File: config.mk
export PLATFORM = sky130hd
export DESIGN_NAME = traffic_lamp_monitor
export DESIGN_NICKNAME = d
export VERILOG_FILES = /design/src/rtl/traffic_lamp_monitor.sv
export SDC_FILE = /design/constraint.sdc
export NUM_CORES = 1
export LEC_CHECK = 0
export ABC_AREA = 1
export BUFFER_PORTS_ARGS = -buffer_cell sky130_fd_sc_hd__clkbuf_2
export CAP_MARGIN = 20
export CORE_UTILIZATION = 45
export CTS_CLUSTER_SIZE = 16
export DETAILED_ROUTE_END_ITERATION = 6
export PLACE_DENSITY = 0.75
export SYNTH_ARGS = -nofsm -noshare
export SYNTH_HDL_FRONTEND = slang
export SYNTH_SLANG_ARGS = --single-unit
File: constraint.sdc
create_clock -name clk -period 1.5 [get_ports clk]
set_input_delay 0.225 -clock clk [delete_from_list [all_inputs] [get_ports clk]]
set_output_delay 0.225 -clock clk [all_outputs]
set_load 0.05 [all_outputs]
File: src/rtl/traffic_lamp_monitor.sv
// traffic_lamp_monitor: safety monitor between the traffic-light controller
// and the lamp pin drivers. It forwards lamps with one cycle of latency and
// checks every monitored cycle for conflicting greens, malformed codes,
// illegal colour sequences and (optionally) short amber phases. On a fault it
// latches the first fault code and flashes amber on both streets until
// fault_clr, then holds all-red for ALL_RED cycles before monitoring again.
//
// Optional feature macro: TRAFFIC_LAMP_MON_AMBER_CHECK_EN
//   defined   -> per-street amber run counters and fault codes 6/7 built in
//   undefined -> no amber counters, codes 6/7 never raised
//
// Ports:
//   clk, rst                  clock (rising edge), async active-high reset
//   street_a/_b [2:0]         controller lamp codes {red, amber, green}
//   street_a/_b_pri_lamp      controller priority lamps
//   fault_clr                 single-cycle clear request (honoured in FAULT)
//   lamp_a/_b [2:0]           driven lamp codes (registered)
//   lamp_a/_b_pri             driven priority lamps (registered)
//   fault, fault_code [3:0]   latched fault flag and first fault code
module traffic_lamp_monitor #(
  parameter int unsigned ALL_RED    = 4,
  parameter int unsigned MIN_AMBER  = 3,
  parameter int unsigned FLASH_HALF = 8
) (
  input  logic       clk,
  input  logic       rst,
  input  logic [2:0] street_a,
  input  logic       street_a_pri_lamp,
  input  logic [2:0] street_b,
  input  logic       street_b_pri_lamp,
  input  logic       fault_clr,
  output logic [2:0] lamp_a,
  output logic       lamp_a_pri,
  output logic [2:0] lamp_b,
  output logic       lamp_b_pri,
  output logic       fault,
  output logic [3:0] fault_code
);

  localparam int unsigned AR_W = $clog2(ALL_RED + 1);
  localparam int unsigned FL_W = $clog2(FLASH_HALF + 1);
  localparam logic [2:0] LAMP_RED   = 3'b100;
  localparam logic [2:0] LAMP_AMBER = 3'b010;

  typedef enum logic [1:0] {
    ST_STARTUP,
    ST_MONITOR,
    ST_FAULT,
    ST_RECOVER
  } state_t;

  state_t          state_q, state_d;
  logic [AR_W-1:0] ar_cnt_q, ar_cnt_d;
  logic [FL_W-1:0] fl_cnt_q, fl_cnt_d;
  logic            fl_dark_q, fl_dark_d;
  logic            hist_vld_q, hist_vld_d;
  logic [2:0]      prev_a_q, prev_a_d;
  logic [2:0]      prev_b_q, prev_b_d;
  logic [2:0]      lamp_a_q, lamp_a_d;
  logic [2:0]      lamp_b_q, lamp_b_d;
  logic            lamp_a_pri_q, lamp_a_pri_d;
  logic            lamp_b_pri_q, lamp_b_pri_d;
  logic            fault_q, fault_d;
  logic [3:0]      fault_code_q, fault_code_d;
  logic [3:0]      viol_code_c;
  logic            short_a_c, short_b_c;

`ifdef TRAFFIC_LAMP_MON_AMBER_CHECK_EN
  localparam int unsigned AM_W = $clog2(MIN_AMBER + 1);
  logic [AM_W-1:0] amb_a_q, amb_a_d;
  logic [AM_W-1:0] amb_b_q, amb_b_d;

  // Amber run counter: counts consecutive amber cycles, saturating at MIN_AMBER.
  function automatic logic [AM_W-1:0] amb_next(input logic is_amber,
                                               input logic [AM_W-1:0] run);
    if (!is_amber)                          return '0;
    else if (run >= AM_W'(MIN_AMBER))       return AM_W'(MIN_AMBER);
    else                                    return run + AM_W'(1);
  endfunction

  // Amber that ended (into red) before reaching the minimum run.
  assign short_a_c = hist_vld_q & prev_a_q[1] & street_a[2] & (amb_a_q < AM_W'(MIN_AMBER));
  assign short_b_c = hist_vld_q & prev_b_q[1] & street_b[2] & (amb_b_q < AM_W'(MIN_AMBER));
`else
  assign short_a_c = 1'b0;
  assign short_b_c = 1'b0;
`endif

  // Forbidden colour steps: green->red, red->amber, amber->green.
  function automatic logic bad_step(input logic [2:0] prev, input logic [2:0] cur);
    return (prev[0] & cur[2]) | (prev[2] & cur[1]) | (prev[1] & cur[0]);
  endfunction

  // Violation code for the current inputs; lowest code number wins.
  always_comb begin
    viol_code_c = 4'd0;
    if (!$onehot(street_a))                                     viol_code_c = 4'd1;
    else if (!$onehot(street_b))                                viol_code_c = 4'd2;
    else if (!street_a[2] && !street_b[2])                      viol_code_c = 4'd3;
    else if (hist_vld_q && bad_step(prev_a_q, street_a))        viol_code_c = 4'd4;
    else if (hist_vld_q && bad_step(prev_b_q, street_b))        viol_code_c = 4'd5;
    else if (short_a_c)                                         viol_code_c = 4'd6;
    else if (short_b_c)                                         viol_code_c = 4'd7;
    else if ((street_a_pri_lamp && !street_a[0]) ||
             (street_b_pri_lamp && !street_b[0]))               viol_code_c = 4'd8;
  end

  // Next-state and next-output logic.
  always_comb begin
    state_d      = state_q;
    ar_cnt_d     = ar_cnt_q;
    fl_cnt_d     = fl_cnt_q;
    fl_dark_d    = fl_dark_q;
    hist_vld_d   = hist_vld_q;
    prev_a_d     = prev_a_q;
    prev_b_d     = prev_b_q;
    lamp_a_d     = lamp_a_q;
    lamp_b_d     = lamp_b_q;
    lamp_a_pri_d = lamp_a_pri_q;
    lamp_b_pri_d = lamp_b_pri_q;
    fault_d      = fault_q;
    fault_code_d = fault_code_q;
`ifdef TRAFFIC_LAMP_MON_AMBER_CHECK_EN
    amb_a_d      = amb_a_q;
    amb_b_d      = amb_b_q;
`endif

    unique case (state_q)
      ST_STARTUP, ST_RECOVER: begin
        lamp_a_d     = LAMP_RED;
        lamp_b_d     = LAMP_RED;
        lamp_a_pri_d = 1'b0;
        lamp_b_pri_d = 1'b0;
        hist_vld_d   = 1'b0;
`ifdef TRAFFIC_LAMP_MON_AMBER_CHECK_EN
        amb_a_d      = '0;
        amb_b_d      = '0;
`endif
        if (ar_cnt_q == AR_W'(ALL_RED - 1)) begin
          ar_cnt_d = '0;
          state_d  = ST_MONITOR;
        end else begin
          ar_cnt_d = ar_cnt_q + AR_W'(1);
        end
      end

      ST_MONITOR: begin
        if (viol_code_c != 4'd0) begin
          // Violating inputs are never forwarded; flashing starts on amber.
          state_d      = ST_FAULT;
          fault_d      = 1'b1;
          fault_code_d = viol_code_c;
          lamp_a_d     = LAMP_AMBER;
          lamp_b_d     = LAMP_AMBER;
          lamp_a_pri_d = 1'b0;
          lamp_b_pri_d = 1'b0;
          fl_cnt_d     = '0;
          fl_dark_d    = 1'b0;
        end else begin
          lamp_a_d     = street_a;
          lamp_b_d     = street_b;
          lamp_a_pri_d = street_a_pri_lamp;
          lamp_b_pri_d = street_b_pri_lamp;
          prev_a_d     = street_a;
          prev_b_d     = street_b;
          hist_vld_d   = 1'b1;
`ifdef TRAFFIC_LAMP_MON_AMBER_CHECK_EN
          amb_a_d      = amb_next(street_a[1], amb_a_q);
          amb_b_d      = amb_next(street_b[1], amb_b_q);
`endif
        end
      end

      ST_FAULT: begin
        lamp_a_pri_d = 1'b0;
        lamp_b_pri_d = 1'b0;
        if (fault_clr) begin
          state_d      = ST_RECOVER;
          fault_d      = 1'b0;
          fault_code_d = 4'd0;
          ar_cnt_d     = '0;
          lamp_a_d     = LAMP_RED;
          lamp_b_d     = LAMP_RED;
        end else begin
          if (fl_cnt_q == FL_W'(FLASH_HALF - 1)) begin
            fl_cnt_d  = '0;
            fl_dark_d = ~fl_dark_q;
          end else begin
            fl_cnt_d  = fl_cnt_q + FL_W'(1);
          end
          lamp_a_d = fl_dark_d ? 3'b000 : LAMP_AMBER;
          lamp_b_d = fl_dark_d ? 3'b000 : LAMP_AMBER;
        end
      end

      default: state_d = ST_STARTUP;
    endcase
  end

  // State and output registers.
  always_ff @(posedge clk or posedge rst) begin
    if (rst) begin
      state_q      <= ST_STARTUP;
      ar_cnt_q     <= '0;
      fl_cnt_q     <= '0;
      fl_dark_q    <= 1'b0;
      hist_vld_q   <= 1'b0;
      prev_a_q     <= 3'b000;
      prev_b_q     <= 3'b000;
      lamp_a_q     <= LAMP_RED;
      lamp_b_q     <= LAMP_RED;
      lamp_a_pri_q <= 1'b0;
      lamp_b_pri_q <= 1'b0;
      fault_q      <= 1'b0;
      fault_code_q <= 4'd0;
`ifdef TRAFFIC_LAMP_MON_AMBER_CHECK_EN
      amb_a_q      <= '0;
      amb_b_q      <= '0;
`endif
    end else begin
      state_q      <= state_d;
      ar_cnt_q     <= ar_cnt_d;
      fl_cnt_q     <= fl_cnt_d;
      fl_dark_q    <= fl_dark_d;
      hist_vld_q   <= hist_vld_d;
      prev_a_q     <= prev_a_d;
      prev_b_q     <= prev_b_d;
      lamp_a_q     <= lamp_a_d;
      lamp_b_q     <= lamp_b_d;
      lamp_a_pri_q <= lamp_a_pri_d;
      lamp_b_pri_q <= lamp_b_pri_d;
      fault_q      <= fault_d;
      fault_code_q <= fault_code_d;
`ifdef TRAFFIC_LAMP_MON_AMBER_CHECK_EN
      amb_a_q      <= amb_a_d;
      amb_b_q      <= amb_b_d;
`endif
    end
  end

  assign lamp_a     = lamp_a_q;
  assign lamp_b     = lamp_b_q;
  assign lamp_a_pri = lamp_a_pri_q;
  assign lamp_b_pri = lamp_b_pri_q;
  assign fault      = fault_q;
  assign fault_code = fault_code_q;

endmodule
* After elaboration in Yosys (flattened, before gate mapping) *
Cells that the tools add are included.

storage, ports and cells
  bits in read-only memories = 0
  bits in latches = 0
  memories kept = 0
  word-level logic and storage cells = 107
  register bits after elaboration = 30
  input port bits = 11
  RAM bits = 0
  output and inout port bits = 13

cells by class
  bitwise gates (word level) = 12
  mux-type cells = 41
  order comparisons = 0
  add/subtract/negate cells = 6
  equal/unequal tests = 12
  shifts and indexed selects = 0
  reduce and logical (&&, ||, !) cells = 23
  $mul = 0
  div/mod/pow operators = 0

operators with widths
  operator               count
  $mux W4                11
  $pmux W3 S3            2
  $pmux W4 S2            2
  $mux W3                5
  $mux W1                10
  $ne A2 B2 Y1 const B   5
  $pmux W1 S2            5
  $reduce_and A3 Y1      3
  $mux W2                4
  $and A1 B1 Y1          6
  $eq A2 B1 Y1 const B   3
  $pmux W2 S3            1
  $pmux W3 S2            1
  $reduce_and A2 Y1      3
  $reduce_bool A2 Y1     3
  $logic_and A1 B1 Y1    5
  $add A1 B1 Y2          2
  $add A2 B1 Y2          2
  $add A4 B1 Y4 const B  1
  $eq A2 B2 Y1 const B   2
  $eq A4 B3 Y1 const B   1
  $logic_not A1 Y1       4
  $or A1 B1 Y1           4
  $reduce_bool A4 Y1     1
  7 further kinds        8

* Longest topological paths before layout *
Gate-level depths: netlist of the first run.

  word-level depth = 12
  mapped depth = 11
  gate-level depth less buffers = 11

* Least setup slack after synthesis of the first run *
Ideal clock, no wire load.

  path kind = input to register
  from = in street_a[1]
  to = reg fault_q (netlist: fault)
  setup time = 0.126 ns
  buffers on the path = 0
  data arrival time = 1.585 ns
  data required time = 1.374 ns
  cell stages on the path = 10
  slack = -0.210 ns
  cells stage by stage = inv_1 -> fa_1 -> nor2_1 -> inv_2 -> nor2_4 -> o21ai_4 -> nand3_4 -> nand2_4 -> nand2_1 -> o21ai_1

on the way
  longest elaborated chain between the ends = 11
  elaborated cells between the ends (all ways) = 14
  those cells by class = add/sub (2); eq/ne (2); mux (4); bitwise (3); reduce/logical (3)

RTL lines
  item                                  RTL line  source
  start, declared                       27        input logic [2:0] street_a,
  $and A1 B1 Y1                         91        return (prev[0] & cur[2]) | (prev[2] & cur[1]) | (prev[1] & cur[0]);
  $or A1 B1 Y1 (2 in series)            91
  $logic_and A1 B1 Y1                   100       else if (hist_vld_q && bad_step(prev_a_q, street_a)) viol_code_c = 4'd4;
  $mux W4                               100
  $mux W4                               99        else if (!street_a[2] && !street_b[2]) viol_code_c = 4'd3;
  $mux W4                               98        else if (!$onehot(street_b)) viol_code_c = 4'd2;
  $mux W4 *                             97        if (!$onehot(street_a)) viol_code_c = 4'd1;
  $reduce_bool A4 Y1 *                  148       if (viol_code_c != 4'd0) begin
  $ne A2 B2 Y1 (no source line) *       -
  $reduce_and A3 Y1 (no source line) *  -
  end signal, assigned                  232       fault_q <= fault_d;
  end, declared                         63        logic fault_q, fault_d;

Every way passes the cells marked *; elsewhere a longest branch is shown, timed or not.
A chain may end at the register's enable or synchronous reset.

* Worst setup path after layout of the first run *
  from = reg prev_b_q[1]
  to = reg prev_a_q[1]

on the way
  longest elaborated chain between the ends = 11

RTL lines
  item                                RTL line  source
  start, declared                     58        logic [2:0] prev_b_q, prev_b_d;
  start signal, assigned              227       prev_b_q <= prev_b_d;
  $and A1 B1 Y1                       91
  $or A1 B1 Y1                        91
  $logic_and A1 B1 Y1                 101       else if (hist_vld_q && bad_step(prev_b_q, street_b)) viol_code_c = 4'd5;
  $mux W4                             101
  $mux W4                             100
  $mux W4                             99
  $mux W4                             98
  $mux W4                             97
  $reduce_bool A4 Y1                  148
  $not A1 Y1 (no source line)         -
  $reduce_and A2 Y1 (no source line)  -
  end signal, assigned                226       prev_a_q <= prev_a_d;
  end, declared                       57        logic [2:0] prev_a_q, prev_a_d;

No other way between the ends.

==> impl_summary.log, run 1 <==
[metrics] Non-Filler Cell Area, Final: 2260 sq um
[metrics] origin of the critical flop-to-flop path: prev_b_q[1]$_DFFE_PP0N_
[metrics] router iterations before antenna repair: 4
[metrics] worst max-slew margin expressed relative to the limit: roughly three quarters
[metrics] chain of cells forming the critical path: nand2_1, nand3_2, nand2_2, nand2_2, o21ai_4, nand3_4, buf_6, nand2_4, o21ai_2
[metrics] number of buffers created by CTS: 5
[metrics] transition time of the tightest slew-check pin: between 300 and 400 ps
[metrics] row cnt: 20
[metrics] Pleak: 1.17 nW
[metrics] clock tree from TritonCTS: built
[metrics] met3 GRT Util: around 7%
[metrics] Clock Skews: roughly 13 ps
[metrics] most common flop cell mapped by yosys: sky130_fd_sc_hd__dfrtp_1
[metrics] IO Port Bufs: 23
[metrics] met1 GRT Util: between 30% and 40%
[metrics] total via count after detailed routing: between 1,000 and 1,500
[metrics] highest-utilization routing layer at the global route stage: met2
[metrics] maximum vdd drop: 0.924 mV
[metrics] portion of the clock cycle consumed by the worst path in the final layout: 105%
[metrics] number of global-route vias before repair: between 1,000 and 1,500
[metrics] I/O pin cnt: 24
[metrics] count of different cell masters after synthesis: 29
[metrics] class of the most critical hold timing path: in2reg
[metrics] count of flip-flops with a built-in enable after synthesis: 0
[metrics] global-route met2 utilization: between 30 and 40%
[metrics] maximum number of pins on one net before global-route repair: 31
[metrics] post-synthesis sequential area ratio: roughly half
[metrics] type of element launching the critical path: flop
[metrics] worst hold start: street_a_pri_lamp
[metrics] number of H-tree levels: 2
[metrics] Avg Synthesized Cell Area: ~8.7 sq um
[metrics] remaining antenna violation count: 0
[metrics] Final GP Congestion: around 0.84
[metrics] power density over the cells: roughly 1800 nW/um^2
[metrics] clock slew at reported path FFs: around 90 ps
[metrics] critical path type: reg2reg
[metrics] number of buffers between clock root and the deepest sink: 2
[metrics] synthesis-to-layout area growth: 46.3%
[metrics] first-pass GRT wire length: roughly 6100 um
[metrics] multiplexer share of the synthesized area: 0%
[metrics] violated checks: setup timing
[metrics] synthesized-area fraction occupied by and/or/nand/nor cells: about a quarter
[metrics] Die X-Extent: ~61 um
[metrics] max-capacitance violation count: 0
[metrics] Critical Path Sink Type: flop
[metrics] number of hold-slack violations in the final timing report: 0
[metrics] antenna fix cells: 0
[metrics] DRT iter0 DRCs: 43
[metrics] result of the run: finished with violations
[metrics] overall routed net length: between 3000 and 4000 um
[metrics] asr flop ratio synth: 100%
[metrics] clock root buffer master: sky130_fd_sc_hd__clkbuf_4
[metrics] vias per cell: a little under 5
[metrics] xor/xnor cell area share of the yosys netlist: 1.14%
[metrics] post-synth net total: around 200
[metrics] Slew Viols, Final: 0
[metrics] fin crit period: ~1600 ps
[metrics] most used cell along the critical path: sky130_fd_sc_hd__nand2_2
[metrics] clock sink count: 30
[metrics] mean routed wirelength per cell: around 14 um
[metrics] final setup violation count: 22
[metrics] die area: around 3700 sq um
[metrics] setup repair after global routing missed its margin: yes
[metrics] core outline area: ~3200 sq um
[metrics] area fraction in compound gates after synthesis: 10.3%
[metrics] post-detailed-route DRC marker count: 0
[metrics] Post-Place Worst Slack: -417 ps
[metrics] highest fanout seen on the critical path: 7
[metrics] initial cell density of the core: between 40 and 50%
[metrics] cell count after synthesis: approximately 180
[metrics] count of nets after finishing: approximately 270
[metrics] proportion of layout cells with a drive suffix above 1: between 50% and 60%
[metrics] mapped cell area: ~1500 sq um
[metrics] Remaining Overflow, GRT: 0
[metrics] Seq cells post-synth: 30
[metrics] main combinational cell family by area after synthesis: simple AND/OR/NAND/NOR gates
[metrics] final setup margin: -75.2 ps
[metrics] GRT Overall Usage: 23.2%
[metrics] Placed Instance Area: about 1900 sq um
[metrics] estimated wirelength of the detail-placed design: about 2400 um
[metrics] most common cell after layout, fill and taps aside: sky130_fd_sc_hd__buf_4
[metrics] Worst-Skew Late Latency: about 340 ps
[metrics] die span in y: between 60 and 70 um
[metrics] Critical-path top delay cell: sky130_fd_sc_hd__dfrtp_1
[metrics] data arrival at the endpoint of the critical path: ~1800 ps
[metrics] commonest non-fill, non-tap cells in the layout: sky130_fd_sc_hd__buf_4 (35), sky130_fd_sc_hd__nand2_1 (31), sky130_fd_sc_hd__dfrtp_1 (27)
[metrics] number of antenna violations at the first check in global routing: 0
[metrics] required time reported for the critical path endpoint: 1730 ps
[metrics] Largest stage delay, worst path: approximately 400 ps
[metrics] synthesized-area fraction occupied by adder cells: 6.66%
[metrics] Achievable Freq: ~630 MHz
[metrics] Yosys Warn Count: 0
[metrics] launch point of the critical path: prev_b_q[1]$_DFFE_PP0N_
-- final timing paths --
check / slack (ps) / depth (start not counted) / end
setup / recovery: -80 / 9 / prev_a_q[1]$_DFFE_PP0N_
max in group asynchronous: 700 / 4 / lamp_a[2]$_DFF_PP1_
min in group asynchronous: 480 / 4 / fl_dark_q$_DFFE_PP0P_
hold reg to reg: 490 / 2 / prev_b_q[0]$_DFFE_PP0N_
hold / removal: 100 / 3 / lamp_a_pri$_DFF_PP0_
setup reg to reg: -80 / 9 / prev_a_q[1]$_DFFE_PP0N_
-- cells in the mapped netlist, drive strengths merged, types with 2 or more instances --
library cell / n / area share [%]
o21ai: 19 / 7.4
or2: 2 / 0.81
ha: 5 / 4.1
a21oi: 5 / 1.6
fa: 2 / 2.6
nor2: 14 / 4.1
dfstp: 2 / 3.4
nand3: 12 / 4.7
inv: 26 / 6.3
nand2: 53 / 15
nand4: 3 / 1.6
dfrtp: 28 / 45
-- per-stage QoR --
step | std cells | util [%] | hold slack [ps] | total power [W] | setup TNS, ps
CTS | 286 | 67.1 | 101 | 0.00374 | -96.6
global placement | 269 | 60.8 | 295 | 0.00294 | -9600
finish | 292 | 71.5 | 104 | 0.00404 | -740
detailed placement | 269 | 60.8 | 303 | 0.00297 | -10350
floorplan | 177 | - | 314 | 0.00241 | -2230
global route | 292 | 71.5 | 111 | 0.00434 | -3170
-- layout make-up --
cell class	instances	area [sq um]
fillers	246	897
multi-input cells	123	812
flip-flops and latches	30	754
repair buffers	61	440
inverters	26	115
clock buffers	8	78.8
well taps	44	55.1
-- report_power, final --
| group | internal [W] | leakage, nW | total (W) | switching [W] |
|---|---|---|---|---|
| logic | 0.000831 | 0.739 | 0.00226 | 0.00143 |
| registers | 0.00105 | 0.391 | 0.00118 | 0.000128 |
| clock network | 0.000320 | 0.0446 | 0.000603 | 0.000283 |
| total | 0.00220 | 1.17 | 0.00404 | 0.00184 |
-- kinds of logic (layout without fill, tap and decap cells) --
group | count (synthesis) | count (layout)
compound gates | 27 | 27
xor+xnor | 2 | 2
fa+ha+maj | 7 | 7
buf+inv | 27 | 95
flops | 30 | 30
simple gates | 84 | 87
-- critical path, delay by kind of cell, from the launching register on --
family / cells / cell delay (ps)
simple gates: 6 / 610
flops: 1 / 400
compound gates: 2 / 250
buf+inv: 1 / 210
-- flip-flops by register name (all words and copies together), names as in the netlist, 2 cells and up --
| register | cells |
|---|---|
| lamp_b | 3 |
| state_q | 2 |
| fault_code | 4 |
| prev_b_q | 3 |
| lamp_a | 3 |
| ar_cnt_q | 3 |
| prev_a_q | 3 |
| fl_cnt_q | 4 |
-- timing repair --
item                                    CTS  global route
gates cloned                              3             0
setup buffers                             5             6
hold buffers                              1             0
resized for setup                        14            28
hold endpoints to repair                 28             0
pin swaps                                 9            15
endpoints found under the setup margin   24            27
-- routing by layer --
layer	part of all wire [%]	up-vias
met5	0	-
met4	1.9	0
met3	5.3	8
met2	51	37
met1	42	693
li1	-	708
Power figures use the tool's default switching activity.
==> inputs of run 2 (changes only) <==
Settings changed: CORE_MARGIN set to 2, PLACE_DENSITY 0.75 to 0.65.
Clock period 1.5 ns to 1.9 ns, I/O delays scaled along.
==> run 2 against run 1 <==
The run now ends clean; die area increased by 6.7%; clock skew fell by 6.2 ps; global-route usage is 4.0 points lower; utilization fell by 16 points; flip-flop and latch count unchanged; hold slack lost 100 ps; fmax is 6.7% lower; first-iteration DRC count grew 4.7%; sequential share of layout area rose by 7.3 points; largest power group unchanged.
==> impl_summary.log, run 2 (synthesis results as in run 1) <==
[metrics] result of the run: complete, no violations
[metrics] count of nets after finishing: 237 (-11%)
[metrics] transition time of the tightest slew-check pin: 457 ps (+74.2 ps)
[metrics] origin of the critical flop-to-flop path: state_q[0]$_DFFE_PP0P_
[metrics] number of filler instances in the final layout: 321 (+30%)
[metrics] remaining antenna violation count: 0 (unchanged)
[metrics] Pleak: 0.990 nW (-16%)
[metrics] Slew Viols, Final: 0 (unchanged)
[metrics] cell family with most CP delay: compound AO/OA/AOI/OAI gates
[metrics] data arrival at the endpoint of the critical path: 1910 ps (+110 ps)
[metrics] proportion of layout cells with a drive suffix above 1: 29.5% (-21 points)
[metrics] GRT Overall Usage: 19.1% (-4.0 points)
[metrics] I/O pin cnt: 24 (unchanged)
[metrics] IO Port Bufs: 23 (unchanged)
[metrics] fin crit period: 1690 ps (+114 ps)
[metrics] portion of the clock cycle consumed by the worst path in the final layout: 88.9% (-16 points)
[metrics] number of gates resized after cts: 0 (-14)
[metrics] Critical Path Sink Type: flop
[metrics] setup repair after global routing missed its margin: no
[metrics] Post-Place Worst Slack: -73.2 ps (+343 ps)
[metrics] post-detailed-route DRC marker count: 0 (unchanged)
[metrics] worst reg2reg path endpoint: fl_cnt_q[1]$_DFFE_PP0P_
[metrics] met3 GRT Util: 5.95% (-1.1 points)
[metrics] power density over the cells: 1390 nW/um^2 (-23%)
[metrics] clock sink count: 30 (unchanged)
[metrics] synthesis-to-layout area growth: 19.9%
[metrics] initial cell density of the core: 46.6% (-2.3 points)
[metrics] die span in y: 62.5 um (+3.3%)
[metrics] Final GP Congestion: 0.816 (-3.1%)
[metrics] critical path type: reg2reg
[metrics] vias per cell: 4.86 (-1.8%)
[metrics] Clock Skews: 6.49 ps (-6.23 ps)
[metrics] estimated wirelength of the detail-placed design: 2470 um (+5.1%)
[metrics] router iterations before antenna repair: 4 (unchanged)
[metrics] DRT iter0 DRCs: 45 (+4.7%)
[metrics] overall routed net length: 3140 um (-21%)
[metrics] max-capacitance violation count: 0 (unchanged)
[metrics] maximum number of pins on one net before global-route repair: 31 (unchanged)
[metrics] met1 GRT Util: 23.3% (-7.0 points)
[metrics] number of buffers created by CTS: 5 (unchanged)
[metrics] die area: 3910 sq um (+6.7%)
[metrics] Crit path depth: 6 (-3)
[metrics] class of the most critical hold timing path: in2async
[metrics] Remaining Overflow, GRT: 0 (unchanged)
[metrics] crit path capture: fl_cnt_q[1]$_DFFE_PP0P_
[metrics] logic depth of the worst register-to-register path: 6 (-3)
[metrics] Critical-path top delay cell: sky130_fd_sc_hd__a21oi_1
[metrics] number of buffers between clock root and the deepest sink: 2 (unchanged)
[metrics] Placed Instance Area: 1800 sq um (-6.3%)
[metrics] maximum vdd drop: 0.819 mV (-11%)
[metrics] launch point of the critical path: state_q[0]$_DFFE_PP0P_
[metrics] final setup violation count: 0 (-100%)
[metrics] row cnt: 21 (+5.0%)
[metrics] Achievable Freq: 592 MHz (-6.7%)
[metrics] Largest stage delay, worst path: 420 ps (+20 ps)
[metrics] Die X-Extent: 62.5 um (+3.3%)
[metrics] Worst-Skew Late Latency: 330 ps (about the same)
[metrics] number of H-tree levels: 2 (unchanged)
[metrics] number of antenna violations at the first check in global routing: 0 (unchanged)
[metrics] highest-utilization routing layer at the global route stage: met2
[metrics] global-route met2 utilization: 31.3% (-5.7 points)
[metrics] worst-case hold slack: 0.814 ps (-103 ps)
[metrics] Non-Filler Cell Area, Final: 1850 sq um (-18%)
[metrics] clock slew at reported path FFs: 90 ps (about the same)
[metrics] count of buffer and inverter cells on the critical path: 1 (unchanged)
[metrics] chain of cells forming the critical path: inv_1, ha_1, a21oi_1, nand2_4, nand2_1, o21ai_1
[metrics] antenna fix cells: 0 (unchanged)
[metrics] commonest non-fill, non-tap cells in the layout: sky130_fd_sc_hd__nand2_1 (47), sky130_fd_sc_hd__dfrtp_1 (28), sky130_fd_sc_hd__clkbuf_2 (23)
[metrics] number of buffers added to fix hold violations after cts: 0 (-1)
[metrics] type of element launching the critical path: flop
[metrics] worst-case register-to-register setup slack: 210 ps (+290 ps)
[metrics] worst max-slew margin expressed relative to the limit: 69.5% (-4.9 points)
[metrics] final setup margin: 211 ps (+286 ps)
[metrics] most common cell after layout, fill and taps aside: sky130_fd_sc_hd__nand2_1
[metrics] required time reported for the critical path endpoint: 2120 ps (+390 ps)
[metrics] number of global-route vias before repair: 1,340 (-2.4%)
[metrics] total via count after detailed routing: 1,294 (-11%)
[metrics] final cell utilization of the core: 55.8% (-16 points)
[metrics] core outline area: 3310 sq um (+5.0%)
[metrics] Post-CTS Setup Bufs: 0 (-5)
[metrics] mean routed wirelength per cell: 11.8 um (-13%)
[metrics] highest fanout seen on the critical path: 10 (+3)
[metrics] clock tree from TritonCTS: built
[metrics] number of hold-slack violations in the final timing report: 0 (unchanged)
[metrics] clock root buffer master: sky130_fd_sc_hd__clkbuf_4
[metrics] setup TNS after final layout: 0 ps (+740 ps)
[metrics] first-pass GRT wire length: 5850 um (-4.5%)
==> run 2: metal layers <==
layer / share of wire [%] / routed length (um)
met1: 45 / 1410
met2: 49 / 1540
met3: 4.7 / 148
met4: 1.6 / 51
met5: 0 / 0
==> run 2: worst min path at each step <==
stage | start | endpoint
6_report | rst | fault$_DFFE_PP0P_
4_1_cts | rst | fault$_DFFE_PP0P_
3_5_place_dp | rst | fault$_DFFE_PP0P_
2_1_floorplan | rst | ar_cnt_q[0]$_DFFE_PP0P_
3_3_place_gp | rst | fault$_DFFE_PP0P_
5_1_grt | rst | hist_vld_q$_DFFE_PP0P_
==> run 2: power by group <==
group	switching, W	leakage, nW	internal (W)
logic	0.000887	0.566	0.000389
clock network	0.000211	0.0320	0.000141
registers	0.000102	0.392	0.000831
total	0.00120	0.990	0.00136
==> run 2: worst register-to-register path, stage by stage, from the launching register on <==
cell and delay, ps:
sky130_fd_sc_hd__dfrtp_1 400, sky130_fd_sc_hd__inv_1 60, sky130_fd_sc_hd__ha_1 410, sky130_fd_sc_hd__a21oi_1 420
sky130_fd_sc_hd__nand2_4 150, sky130_fd_sc_hd__nand2_1 100, sky130_fd_sc_hd__o21ai_1 60
==> run 2: final cells by class <==
class	instances	area, sq um	area share (%)
clock buffers	6	41.3	2.23
well taps	46	57.6	3.11
clock inverters	2	10.0	0.542
inverters	26	97.6	5.28
multi-input cells	120	676	36.6
flip-flops and latches	30	753	40.8
repair buffers	36	213	11.5
==> run 2: per-stage QoR <==
step | cells | total power [W]
floorplan | 177 | 0.00190
global placement | 258 | 0.00217
detailed placement | 258 | 0.00222
CTS | 266 | 0.00258
global route | 266 | 0.00278
finish | 266 | 0.00256
==> inputs of run 3 (changes only) <==
Clock period 1.9 ns to 2.17 ns, I/O delays scaled along.
==> run 3 against run 2 <==
Cell count down 3.4%; design area down 3.2%; sequential share of layout area up 1.3 points.
==> impl_summary.log, run 3 (synthesis results as in run 1) <==
[metrics] result of the run: complete, no violations
[metrics] GRT Overall Usage: 17.1% (-2.1 points)
[metrics] post-detailed-route DRC marker count: 0 (unchanged)
[metrics] power density over the cells: 1250 nW/um^2 (-9.9%)
[metrics] number of buffers created by CTS: 5 (unchanged)
[metrics] clock root buffer master: sky130_fd_sc_hd__clkbuf_4
[metrics] highest fanout seen on the critical path: 11 (+1)
[metrics] IO Port Bufs: 23 (unchanged)
[metrics] die span in y: 62.5 um (unchanged)
[metrics] number of antenna violations at the first check in global routing: 0 (unchanged)
[metrics] number of buffers between clock root and the deepest sink: 2 (unchanged)
[metrics] data arrival at the endpoint of the critical path: 2030 ps (+120 ps)
[metrics] first-pass GRT wire length: 5370 um (-8.3%)
[metrics] max-capacitance violation count: 0 (unchanged)
[metrics] Non-Filler Cell Area, Final: 1790 sq um (-3.2%)
[metrics] Critical Path Sink Type: flop
[metrics] most used cell along the critical path: sky130_fd_sc_hd__nand2_1
[metrics] portion of the clock cycle consumed by the worst path in the final layout: just over 80%
[metrics] initial cell density of the core: 46.6% (unchanged)
[metrics] clock slew at reported path FFs: 100 ps (about the same)
[metrics] transition time of the tightest slew-check pin: 401 ps (-56.8 ps)
[metrics] antenna fix cells: 0 (unchanged)
[metrics] Placed Instance Area: 1730 sq um (-3.8%)
[metrics] commonest non-fill, non-tap cells in the layout: sky130_fd_sc_hd__nand2_1 (47), sky130_fd_sc_hd__dfrtp_1 (28), sky130_fd_sc_hd__clkbuf_2 (23)
[metrics] estimated wirelength of the detail-placed design: 2290 um (-7.3%)
[metrics] worst-case hold slack: 40.9 ps (+40.1 ps)
[metrics] number of gates resized after cts: 0 (unchanged)
[metrics] Pleak: 0.950 nW (-4.1%)
[metrics] clock sink count: 30 (unchanged)
[metrics] class of the most critical hold timing path: in2async
[metrics] Remaining Overflow, GRT: 0 (unchanged)
[metrics] Slew Viols, Final: 0 (unchanged)
[metrics] number of H-tree levels: 2 (unchanged)
[metrics] setup TNS after final layout: 0 ps (unchanged)
[metrics] Worst-Skew Late Latency: 330 ps (about the same)
[metrics] maximum vdd drop: 0.548 mV (-33%)
[metrics] maximum number of pins on one net before global-route repair: 31 (unchanged)
[metrics] most common cell after layout, fill and taps aside: sky130_fd_sc_hd__nand2_1
[metrics] total via count after detailed routing: 1,252 (-3.2%)
[metrics] core outline area: 3310 sq um (unchanged)
[metrics] row cnt: 21 (unchanged)
[metrics] overall routed net length: 2930 um (-6.7%)
[metrics] type of element launching the critical path: primary input
[metrics] die area: 3910 sq um (unchanged)
[metrics] proportion of layout cells with a drive suffix above 1: 26.5% (-3.0 points)
[metrics] Final GP Congestion: 0.789 (-3.4%)
[metrics] Critical-path top delay cell: sky130_fd_sc_hd__fa_1
[metrics] chain of cells forming the critical path: clkbuf_2, inv_1, fa_1, nor2_1, nand4_1, inv_2, nand3_4, buf_4, nand2_1, nand2_1
[metrics] I/O pin cnt: 24 (unchanged)
[metrics] setup repair after global routing missed its margin: no
[metrics] worst max-slew margin expressed relative to the limit: 73.3% (+3.8 points)
[metrics] remaining antenna violation count: 0 (unchanged)
[metrics] number of buffers added to fix hold violations after cts: 0 (unchanged)
[metrics] Largest stage delay, worst path: 460 ps (+40 ps)
[metrics] number of filler instances in the final layout: 325 (+1.2%)
[metrics] multi-input logic area: 676 sq um (unchanged)
[metrics] final cell utilization of the core: 54.0% (-1.8 points)
[metrics] final setup margin: 365 ps (+154 ps)
[metrics] required time reported for the critical path endpoint: 2390 ps (+270 ps)
[metrics] Die X-Extent: 62.5 um (unchanged)
[metrics] FF+latch area: 753 sq um (unchanged)
[metrics] critical path type: in2reg
[metrics] Post-Place Worst Slack: 18.9 ps (+92.1 ps)
[metrics] number of global-route vias before repair: 1,263 (-5.7%)
[metrics] count of buffer and inverter cells on the critical path: 4 (+3)
[metrics] DRT iter0 DRCs: 51 (+13%)
[metrics] final setup violation count: 0 (unchanged)
[metrics] Post-CTS Setup Bufs: 0 (unchanged)
[metrics] synthesis-to-layout area growth: 16.1%
[metrics] number of hold-slack violations in the final timing report: 0 (unchanged)
[metrics] cell family with most CP delay: simple AND/OR/NAND/NOR gates
[metrics] mean routed wirelength per cell: 11.4 um (-3.5%)
[metrics] Clock Skews: 8.76 ps (+2.27 ps)
[metrics] clock tree from TritonCTS: built
[metrics] Achievable Freq: roughly 550 MHz
[metrics] vias per cell: 4.87 (+0.14%)
[metrics] router iterations before antenna repair: 4 (unchanged)
[metrics] count of nets after finishing: 228 (-3.8%)
[metrics] fin crit period: 1800 ps
## run 3: worst paths after layout
path | startpoint | endpoint | slack (ps) | depth (start not counted)
setup / recovery | street_a[0] | prev_a_q[2]$_DFFE_PP0N_ | 370 | 10
hold / removal | rst | ar_cnt_q[1]$_DFFE_PP0P_ | 40 | 3
setup reg to reg | state_q[0]$_DFFE_PP0P_ | lamp_b[1]$_DFF_PP0_ | 490 | 7
hold reg to reg | prev_b_q[0]$_DFFE_PP0N_ | prev_b_q[0]$_DFFE_PP0N_ | 490 | 2
max in group asynchronous | rst | lamp_b[2]$_DFF_PP1_ | 1800 | 3
min in group clk | street_a_pri_lamp | lamp_a_pri$_DFF_PP0_ | 210 | 3
## run 3: per-layer routing
metal	vias to the layer above	global-route usage [%]	share of wire (%)
met1	585	22.1	46
met3	6	3.78	4.9
li1	627	-	-
met5	-	0	0
met4	0	6.67	1.7
met2	34	28.0	47
## run 3: stage by stage
stage / std cells / power (W)
floorplan: 177 / 0.00166
global placement: 249 / 0.00187
detailed placement: 249 / 0.00190
CTS: 257 / 0.00226
global route: 257 / 0.00241
finish: 257 / 0.00223
## run 3: layout make-up
cell class	count	area share (%)
clock inverters	1	0.280
well taps	46	3.22
multi-input cells	120	37.8
flip-flops and latches	30	42.1
clock buffers	7	3.08
inverters	26	5.45
repair buffers	27	8.11
## run 3: report_power, final
group | switching [W] | total (W) | internal [W]
clock network | 0.000193 | 0.000350 | 0.000157
logic | 0.000753 | 0.00107 | 0.000319
registers | 0.0000840 | 0.000811 | 0.000727
## run 3: worst reg2reg max path, stage by stage (launching register included)
cell                      delay [ps]
sky130_fd_sc_hd__dfrtp_1         430
sky130_fd_sc_hd__inv_1            70
sky130_fd_sc_hd__ha_1            280
sky130_fd_sc_hd__inv_2           140
sky130_fd_sc_hd__nor2_2          160
sky130_fd_sc_hd__inv_1           130
sky130_fd_sc_hd__or2_1           260
sky130_fd_sc_hd__a21oi_1         150
